`config.mk`:
```
export PLATFORM = sky130hd
export DESIGN_NAME = wb_shared_bus_arbiter
export DESIGN_NICKNAME = d
export VERILOG_FILES = /design/src/rtl/wb_bus_pkg.sv /design/src/rtl/wb_shared_bus_arbiter_rr.sv /design/src/rtl/wb_shared_bus_arbiter.sv
export SDC_FILE = /design/constraint.sdc
export NUM_CORES = 1
export LEC_CHECK = 0
export BUFFER_PORTS_ARGS = -buffer_cell sky130_fd_sc_hd__buf_2
export CAP_MARGIN = 15
export CORE_AREA = 2 2 155 157
export DETAILED_ROUTE_END_ITERATION = 12
export DIE_AREA = 0 0 157 159
export PLACE_DENSITY = 0.53
export SYNTH_ARGS = -nofsm -noshare
export SYNTH_HDL_FRONTEND = slang
export SYNTH_HIERARCHICAL = 1
export SYNTH_SLANG_ARGS = --single-unit
export TNS_END_PERCENT = 10
```
`constraint.sdc`:
```
create_clock -name clock -period 6.6 [get_ports clock]
set_clock_uncertainty 0.15 [all_clocks]
set_input_delay 0.99 -clock clock [delete_from_list [all_inputs] [get_ports clock]]
set_output_delay 0.99 -clock clock [all_outputs]
set_load 0.1 [all_outputs]
```
`src/rtl/wb_bus_pkg.sv`:
```
// Shared definitions for the Wishbone shared-bus interconnect:
// default widths, the slave address map and the arbiter state type.
package wb_bus_pkg;

  localparam int WB_ADDR_W  = 32;
  localparam int WB_DATA_W  = 32;
  localparam int WB_NSLAVES = 4;

  // Slave order: 0 boot ROM, 1 RAM, 2 LED, 3 I2C0
  localparam logic [WB_ADDR_W-1:0] SLAVE_BASE [WB_NSLAVES] = '{
    32'h0000_0000, 32'h1000_0000, 32'h8000_0000, 32'h8000_0100
  };
  localparam logic [WB_ADDR_W-1:0] SLAVE_MASK [WB_NSLAVES] = '{
    32'hFFFF_C000, 32'hFFFF_0000, 32'hFFFF_FFF0, 32'hFFFF_FFE0
  };

  typedef enum logic [1:0] {
    IDLE,
    OWNED,
    DECERR
`ifdef WB_ARB_TIMEOUT_EN
    , TOERR
`endif
  } arb_state_t;

endpackage

```
`src/rtl/wb_shared_bus_arbiter_rr.sv`:
```
// Two-requester round-robin grant register for the shared Wishbone bus.
// A grant, once taken, is held until release_bus; the last owner then loses ties.
module wb_rr_arbiter (
  input  logic       clock,
  input  logic       reset,
  input  logic [1:0] req,
  input  logic       release_bus,
  output logic [1:0] grant
);

  logic last_grant;  // 1 = master 1 owned the bus most recently

  always_ff @(posedge clock or negedge reset) begin
    if (!reset) begin
      grant      <= 2'b00;
      last_grant <= 1'b1;
    end else if (grant == 2'b00) begin
      if (req == 2'b11) grant <= last_grant ? 2'b01 : 2'b10;
      else              grant <= req;
    end else if (release_bus) begin
      last_grant <= grant[1];
      grant      <= 2'b00;
    end
  end

endmodule

```
`src/rtl/wb_shared_bus_arbiter.sv`:
```
// Shared-bus Wishbone B4 classic interconnect: two masters, NSLAVES slaves.
// Define WB_ARB_TIMEOUT_EN to terminate stalled accesses with err after TIMEOUT_CYCLES.
module wb_shared_bus_arbiter
  import wb_bus_pkg::*;
#(
  parameter int ADDR_W         = WB_ADDR_W,
  parameter int DATA_W         = WB_DATA_W,
  parameter int NSLAVES        = WB_NSLAVES,
  parameter int TIMEOUT_CYCLES = 255
) (
  input  logic                            clock,
  input  logic                            reset,
  input  logic [1:0]                      m_cyc_i,
  input  logic [1:0]                      m_stb_i,
  input  logic [1:0]                      m_we_i,
  input  logic [1:0][ADDR_W-1:0]          m_adr_i,
  input  logic [1:0][DATA_W-1:0]          m_dat_i,
  input  logic [1:0][DATA_W/8-1:0]        m_sel_i,
  output logic [DATA_W-1:0]               m_dat_o,
  output logic [1:0]                      m_ack_o,
  output logic [1:0]                      m_err_o,
  output logic [1:0]                      m_rty_o,
  output logic [NSLAVES-1:0]              s_cyc_o,
  output logic [NSLAVES-1:0]              s_stb_o,
  output logic                            s_we_o,
  output logic [ADDR_W-1:0]               s_adr_o,
  output logic [DATA_W-1:0]               s_dat_o,
  output logic [DATA_W/8-1:0]             s_sel_o,
  input  logic [NSLAVES-1:0][DATA_W-1:0]  s_dat_i,
  input  logic [NSLAVES-1:0]              s_ack_i,
  input  logic [NSLAVES-1:0]              s_err_i,
  input  logic [NSLAVES-1:0]              s_rty_i,
  output logic [1:0]                      grant_o
);

  arb_state_t          state, state_nx;
  logic [1:0]          grant;
  logic                owner;
  logic                owned;
  logic                release_bus;
  logic [NSLAVES-1:0]  hit;
  logic                slv_ack, slv_err, slv_rty;
  logic [DATA_W-1:0]   slv_dat;

  wb_rr_arbiter u_rr (
    .clock       (clock),
    .reset       (reset),
    .req         (m_cyc_i),
    .release_bus (release_bus),
    .grant       (grant)
  );

  assign owner       = grant[1];
  assign owned       = |grant;
  assign grant_o     = grant;
  assign release_bus = (state == OWNED) && !m_cyc_i[owner];

  // Descending scan so the lowest matching index is the one left standing
  always_comb begin
    hit = '0;
    for (int i = NSLAVES - 1; i >= 0; i--) begin
      if ((m_adr_i[owner] & ADDR_W'(SLAVE_MASK[i])) == ADDR_W'(SLAVE_BASE[i])) begin
        hit    = '0;
        hit[i] = 1'b1;
      end
    end
  end

  always_comb begin
    slv_ack = 1'b0;
    slv_err = 1'b0;
    slv_rty = 1'b0;
    slv_dat = '0;
    for (int i = 0; i < NSLAVES; i++) begin
      if (hit[i]) begin
        slv_ack = s_ack_i[i];
        slv_err = s_err_i[i];
        slv_rty = s_rty_i[i];
        slv_dat = s_dat_i[i];
      end
    end
  end

`ifdef WB_ARB_TIMEOUT_EN
  logic [15:0] to_cnt;
  logic        stall;

  assign stall = (state == OWNED) && m_cyc_i[owner] && m_stb_i[owner] && (hit != '0)
                 && !(slv_ack || slv_err || slv_rty);

  always_ff @(posedge clock or negedge reset) begin
    if (!reset)                              to_cnt <= '0;
    else if (stall && (state_nx == OWNED))   to_cnt <= to_cnt + 16'd1;
    else                                     to_cnt <= '0;
  end
`else
  logic [15:0] unused_timeout;
  assign unused_timeout = 16'(TIMEOUT_CYCLES);
`endif

  always_ff @(posedge clock or negedge reset) begin
    if (!reset) state <= IDLE;
    else        state <= state_nx;
  end

  always_comb begin
    state_nx = state;
    s_cyc_o  = '0;
    s_stb_o  = '0;
    s_we_o   = 1'b0;
    s_adr_o  = '0;
    s_dat_o  = '0;
    s_sel_o  = '0;
    m_dat_o  = '0;
    m_ack_o  = '0;
    m_err_o  = '0;
    m_rty_o  = '0;

    if (owned) begin
      s_we_o  = m_we_i[owner];
      s_adr_o = m_adr_i[owner];
      s_dat_o = m_dat_i[owner];
      s_sel_o = m_sel_i[owner];
      m_dat_o = slv_dat;
    end

    case (state)
      IDLE: if (m_cyc_i != 2'b00) state_nx = OWNED;
      OWNED: begin
        s_cyc_o        = hit & {NSLAVES{m_cyc_i[owner]}};
        s_stb_o        = hit & {NSLAVES{m_stb_i[owner]}};
        m_ack_o[owner] = slv_ack;
        m_err_o[owner] = slv_err;
        m_rty_o[owner] = slv_rty;
        if (!m_cyc_i[owner])                      state_nx = IDLE;
        else if (m_stb_i[owner] && (hit == '0))   state_nx = DECERR;
`ifdef WB_ARB_TIMEOUT_EN
        else if (stall && (to_cnt == 16'(TIMEOUT_CYCLES - 1))) state_nx = TOERR;
`endif
      end
      DECERR: begin
        m_err_o[owner] = 1'b1;
        state_nx       = OWNED;
      end
`ifdef WB_ARB_TIMEOUT_EN
      TOERR: begin
        m_err_o[owner] = 1'b1;
        state_nx       = OWNED;
      end
`endif
      default: state_nx = IDLE;
    endcase
  end

endmodule
```
Word-level counts from Yosys, hierarchy flattened --
Index checks and enable logic that the tools add are counted.
Word-level totals: bits in registers 5, bits of input ports 284, logic and storage cells 84
Operators by class: magnitude comparators 2, equality and inequality tests 8, muxes and demuxes 52, bitwise logic cells 6, reductions and logical operators 13
Operators with widths (count):
- 32-bit two-way mux | 11
- 4-bit two-way mux | 9
- 32-bit zero test | 1
- 28-bit == test, second input constant | 1
- 27-bit == test, second input constant | 1
- 1-bit two-way mux | 20
- 2-bit two-way mux | 9
- 16-bit by 13-bit == test with 1-bit output, second input constant | 1
- 4-bit AND | 2
- 2-bit AND | 3
- 2-bit case mux with 3 select lines | 1
- 2-bit == test, second input constant | 2
- 2-bit zero test | 2
- 4-bit zero test | 1
- 2-bit case mux with 2 select lines | 1
- 2-bit AND reduction | 2
- 2-bit nonzero test | 2
- 1-bit logical AND | 3
- 3-bit by 2-bit != test with 1-bit output, second input constant | 1
- 2-bit by 1-bit == test with 1-bit output, second input constant | 1
- 1-bit by 2-bit < comparator with 1-bit output, second input constant | 1
- 2-bit != test, second input constant | 1
- 2-bit OR reduction | 1
- 1-bit demux with 1-bit select | 1
- other kinds (3) | 3

Depth between registers and ports, before layout --
word-level depth 13, mapped depth 8, mapped depth without buffers 7

Modules after synthesis --
Netlist, hierarchy kept.
Modules (own cells, without submodules):
- wb_shared_bus_arbiter | times used 1, cells an instance 551, area each 3164.3 um^2, seq. area each 50.0 um^2
- wb_rr_arbiter | times used 1, cells an instance 11, area each 135.1 um^2, seq. area each 76.3 um^2

Worst setup path before layout --
OpenSTA, ideal clock, no wires.
path type register to output, start point register u_rr.grant[1], end point output port m_dat_o[23], data arrival time 4.850 ns, required time 5.460 ns, slack 0.610 ns, stages on the path, launching flop included 8, path buffers 2, cells stage by stage dfrtp_1 -> buf_2 -> nor4b_2 -> nand2_1 -> a211o_1 -> clkbuf_1 -> or3_1 -> a221oi_1
Between the ends: cells in the longest elaborated chain, start to end 11
RTL lines:
- start: declaration | RTL line wb_shared_bus_arbiter_rr.sv:8 | output logic [1:0] grant
- start signal: assignment | RTL line wb_shared_bus_arbiter_rr.sv:18 | if (req == 2'b11) grant <= last_grant ? 2'b01 : 2'b10;
- start signal: assignment | RTL line wb_shared_bus_arbiter_rr.sv:19 | else grant <= req;
- 32-bit two-way mux (not written as such) (2 in a row) | RTL line wb_shared_bus_arbiter.sv:62 | if ((m_adr_i[owner] & ADDR_W'(SLAVE_MASK[i])) == ADDR_W'(SLAVE_BASE[i])) begin
- 28-bit == test | RTL line wb_shared_bus_arbiter.sv:62
- 4-bit two-way mux (3 in a row) | RTL line wb_shared_bus_arbiter.sv:62
- 32-bit two-way mux (4 in a row) | RTL line wb_shared_bus_arbiter.sv:75 | if (hit[i]) begin
- 32-bit two-way mux * | RTL line wb_shared_bus_arbiter.sv:119 | if (owned) begin
- end: declaration | RTL line wb_shared_bus_arbiter.sv:19 | output logic [DATA_W-1:0] m_dat_o,
Every way passes the cells marked *; elsewhere a longest branch is shown, timed or not. The select of a mux whose other input is x is not followed.

Worst setup path after layout --
start point register u_rr.grant[1], end point output port m_dat_o[0]
The elaborated chain is that of the path after synthesis.

==> impl_metrics.py <==
metrics = {
    "cells_and_area": {
        "num-fill-cells": 2670,
        "regArea_um2": 131,
        "final_nets": 1210,
        "area_growth_pct": 73.0,
        "stdcell_count": 1240,
        "multi_input_area_um2": 2890,
        "post-route-util_pct": 24.6,
        "drive_gt1_share_pct": 48.8,
        "final_area_um2": 5710,
        "diodes": 0,
    },
    "global_route": {
        "grt_pass1_vias": 5347,
        "grt_max_degree": 81,
        "grt.overflow.total": 0,
        "grt_util_all_layers_pct": 15.6,
        "grt_pass1_wl_um": 30300,
        "antenna_found_initial": 0,
    },
    "hold_path": {
        "hp-start": "u_rr/last_grant",
        "hp-class": "flop to flop",
    },
    "setup_path": {
        "r2r-end": "state[0]",
        "critPathKind": "flop to output pin",
        "crit_path_end": "m_dat_o[0]",
        "crit_family": "compound AO/OA/AOI/OAI gates",
        "crit_cells": 7,
        "cp_data_required_time_ps": 5460,
        "critPathCaptureType": "output pin",
        "ff2ff_setup_slack_ps": 3580,
        "timing.rr.start": "u_rr/grant[1]",
        "cp_slowest_stage_delay_ps": 880,
        "startpoint": "u_rr/grant[1]",
        "ff2ff_path_depth": 8,
        "crit_chain": "nor4_2 -> a22oi_1 -> a211o_1 -> buf_4 -> o211ai_1 -> a21oi_1 -> buf_2",
        "start_kind": "flop",
        "cp.arrival_ps": 4010,
        "crit_slowest_cell": "dfrtp_4",
        "cp.buffers_inverters": 2,
        "cp_max_fo": 80,
    },
    "detailed_routing": {
        "vias": 5694,
        "wirelength_um": 21400,
        "first_pass_iters": 5,
        "drtAntennaViolNets": 0,
        "drt-wirelength-per-cell_um": 17.3,
        "drt_iter0_markers": 427,
        "viasPerCell": 4.59,
        "drc": 0,
    },
    "synthesis": {
        "yosys_register_bits": 5,
        "postSynthAreaPerCell_um2": 5.87,
        "ys_async_sr_fraction_pct": 100,
        "synth_fp_nets": 850,
        "syn_area_um2": 3300,
        "ys_types": 52,
        "synth_area_leaders": "nand2_1 (17%), a22o_1 (15%), o21ai_0 (10%), o211ai_1 (8.0%), a21oi_1 (5.8%)",
        "synth_warnings": 6,
        "synth_cells": 562,
        "yosysTopAreaCell": "nand2_1",
        "ys_seq_area_share_pct": 3.83,
        "synth_enable_flop_cells": 0,
        "synth_top_flop_cell": "dfrtp_1",
        "synth_top_area_share_pct": 17.0,
    },
    "power_and_ir_drop": {
        "p_clk_share_pct": 3.6,
        "swShare_pct": 79.4,
        "seqPwrFrac_pct": 5.6,
        "leakage_nw": 2.81,
        "p_comb_share_pct": 90.8,
        "power.total_mw": 2.75,
        "power.density_nw_per_um2": 481,
        "internal_power_mw": 0.566,
        "ir_drop_mv": 0.349,
        "power_switching_mw": 2.18,
    },
    "floorplanning": {
        "ioPinCount": 401,
        "dieArea_um2": 25000,
        "rows": 56,
        "die-height_um": 159,
        "floorplan.initialDensity_pct": 14.2,
        "die_w_um": 157,
        "core_um2": 23200,
    },
    "sta": {
        "tns_ps": 0,
        "maxSlewViolCount": 0,
        "slew_headroom_pct": 30.9,
        "rsz0062_at_grt": "false",
        "fmax_ghz": 0.194,
        "setup_viol": 0,
        "min_period_over_period_pct": 78.1,
        "holdWs_ps": 422,
        "timing.final.hold_violations": 0,
        "final.min_clock_period_ps": 5150,
        "fin_ws_ps": 1450,
        "worst_pin_slew_ps": 1030,
    },
    "cts": {
        "cts_sinks": 5,
        "cts_tree": "yes",
        "post_cts_buffers": 0,
        "cts_hold_buffers": 0,
        "clk_latency_ps": 230,
        "clk_pin_slew_ps": 30,
        "cts_root_buf": "clkbuf_16",
        "clockBufferDepth": 2,
        "h-tree-depth": 1,
        "cts_buffers": 3,
        "ctsResizeCount": 0,
    },
    "placement": {
        "port_buffers": 400,
        "gp_congestion": 0.852,
        "place_inst": 1236,
        "dpl_cell_area_um2": 5630,
        "post-place-ws_ps": 1490,
        "dp_hpwl_um": 17900,
    },
    "flow_run": {
        "drv_cap": 0,
    },
    "run_status": {
        "status": "finished, final reports clean",
    },
}
==> synthesized netlist by cell type, types with 4 or more instances <==
cell	count
buf_2	13
ha_1	4
clkbuf_1	42
nor3_1	4
nor2_1	20
or3_1	16
inv_1	19
mux2i_1	4
dfrtp_1	4
a221oi_2	10
a22oi_1	4
a22o_1	56
nor4_1	5
a221oi_1	6
nand2_1	149
nand3_1	22
o21ai_0	67
a21oi_1	38
o211ai_1	35
==> layout make-up <==
class	count	share of cell area, %
clock buffers	4	1.38
well taps	319	6.99
inverters	19	1.25
multi-input cells	478	50.7
repair buffers	415	37.4
flip-flops and latches	5	2.30
==> cell usage in the layout (no fill, tap or decap), drive strengths merged, types with 6 or more instances in the layout <==
cell    count
inv        19
nor3        6
a221oi     16
o211ai     35
nor4        6
or3        16
o21ai      67
a22o       57
buf       415
a21oi      39
nand3      22
nand2     149
nor2       20
==> worst min path at each step <==
stage               slack [ps]  cells after the start              end
global route               430                      1    u_rr/grant[1]
detailed placement         420                      1  u_rr/last_grant
global placement           420                      1  u_rr/last_grant
floorplan                  410                      1  u_rr/last_grant
finish                     420                      1  u_rr/last_grant
CTS                        420                      1  u_rr/last_grant
==> metal layers <==
layer	GRT usage (%)	wire length, µm	part of all wire (%)
met1	18.6	8710	41
met2	29.3	10700	50
met3	1.66	1560	7.3
met4	4.09	484	2.3
met5	0	0	0
==> power by group through the flow <==
stage	combinational (mW)	sequential [mW]	clock, mW
after floorplan	2.03	0.110	0
after global placement	2.49	0.154	0
after detailed placement	2.51	0.155	0
after CTS	2.51	0.155	0.102
after global routing	2.61	0.165	0.103
final	2.49	0.153	0.100
==> flip-flops by register name, summed over array words and instances, names as in the netlist <==
register	count
state	2
u_rr/last_grant	1
u_rr/grant	2
==> logic make-up after synthesis <==
logic type      after synthesis  synth area share, %
simple gates                235                 32.4
compound gates              232                 50.2
buf+inv                      79                 9.82
mux                           7                 2.24
flops                         5                 3.83
fa+ha+maj                     4                 1.52
Note: power is estimated with default switching activity, not from simulation.
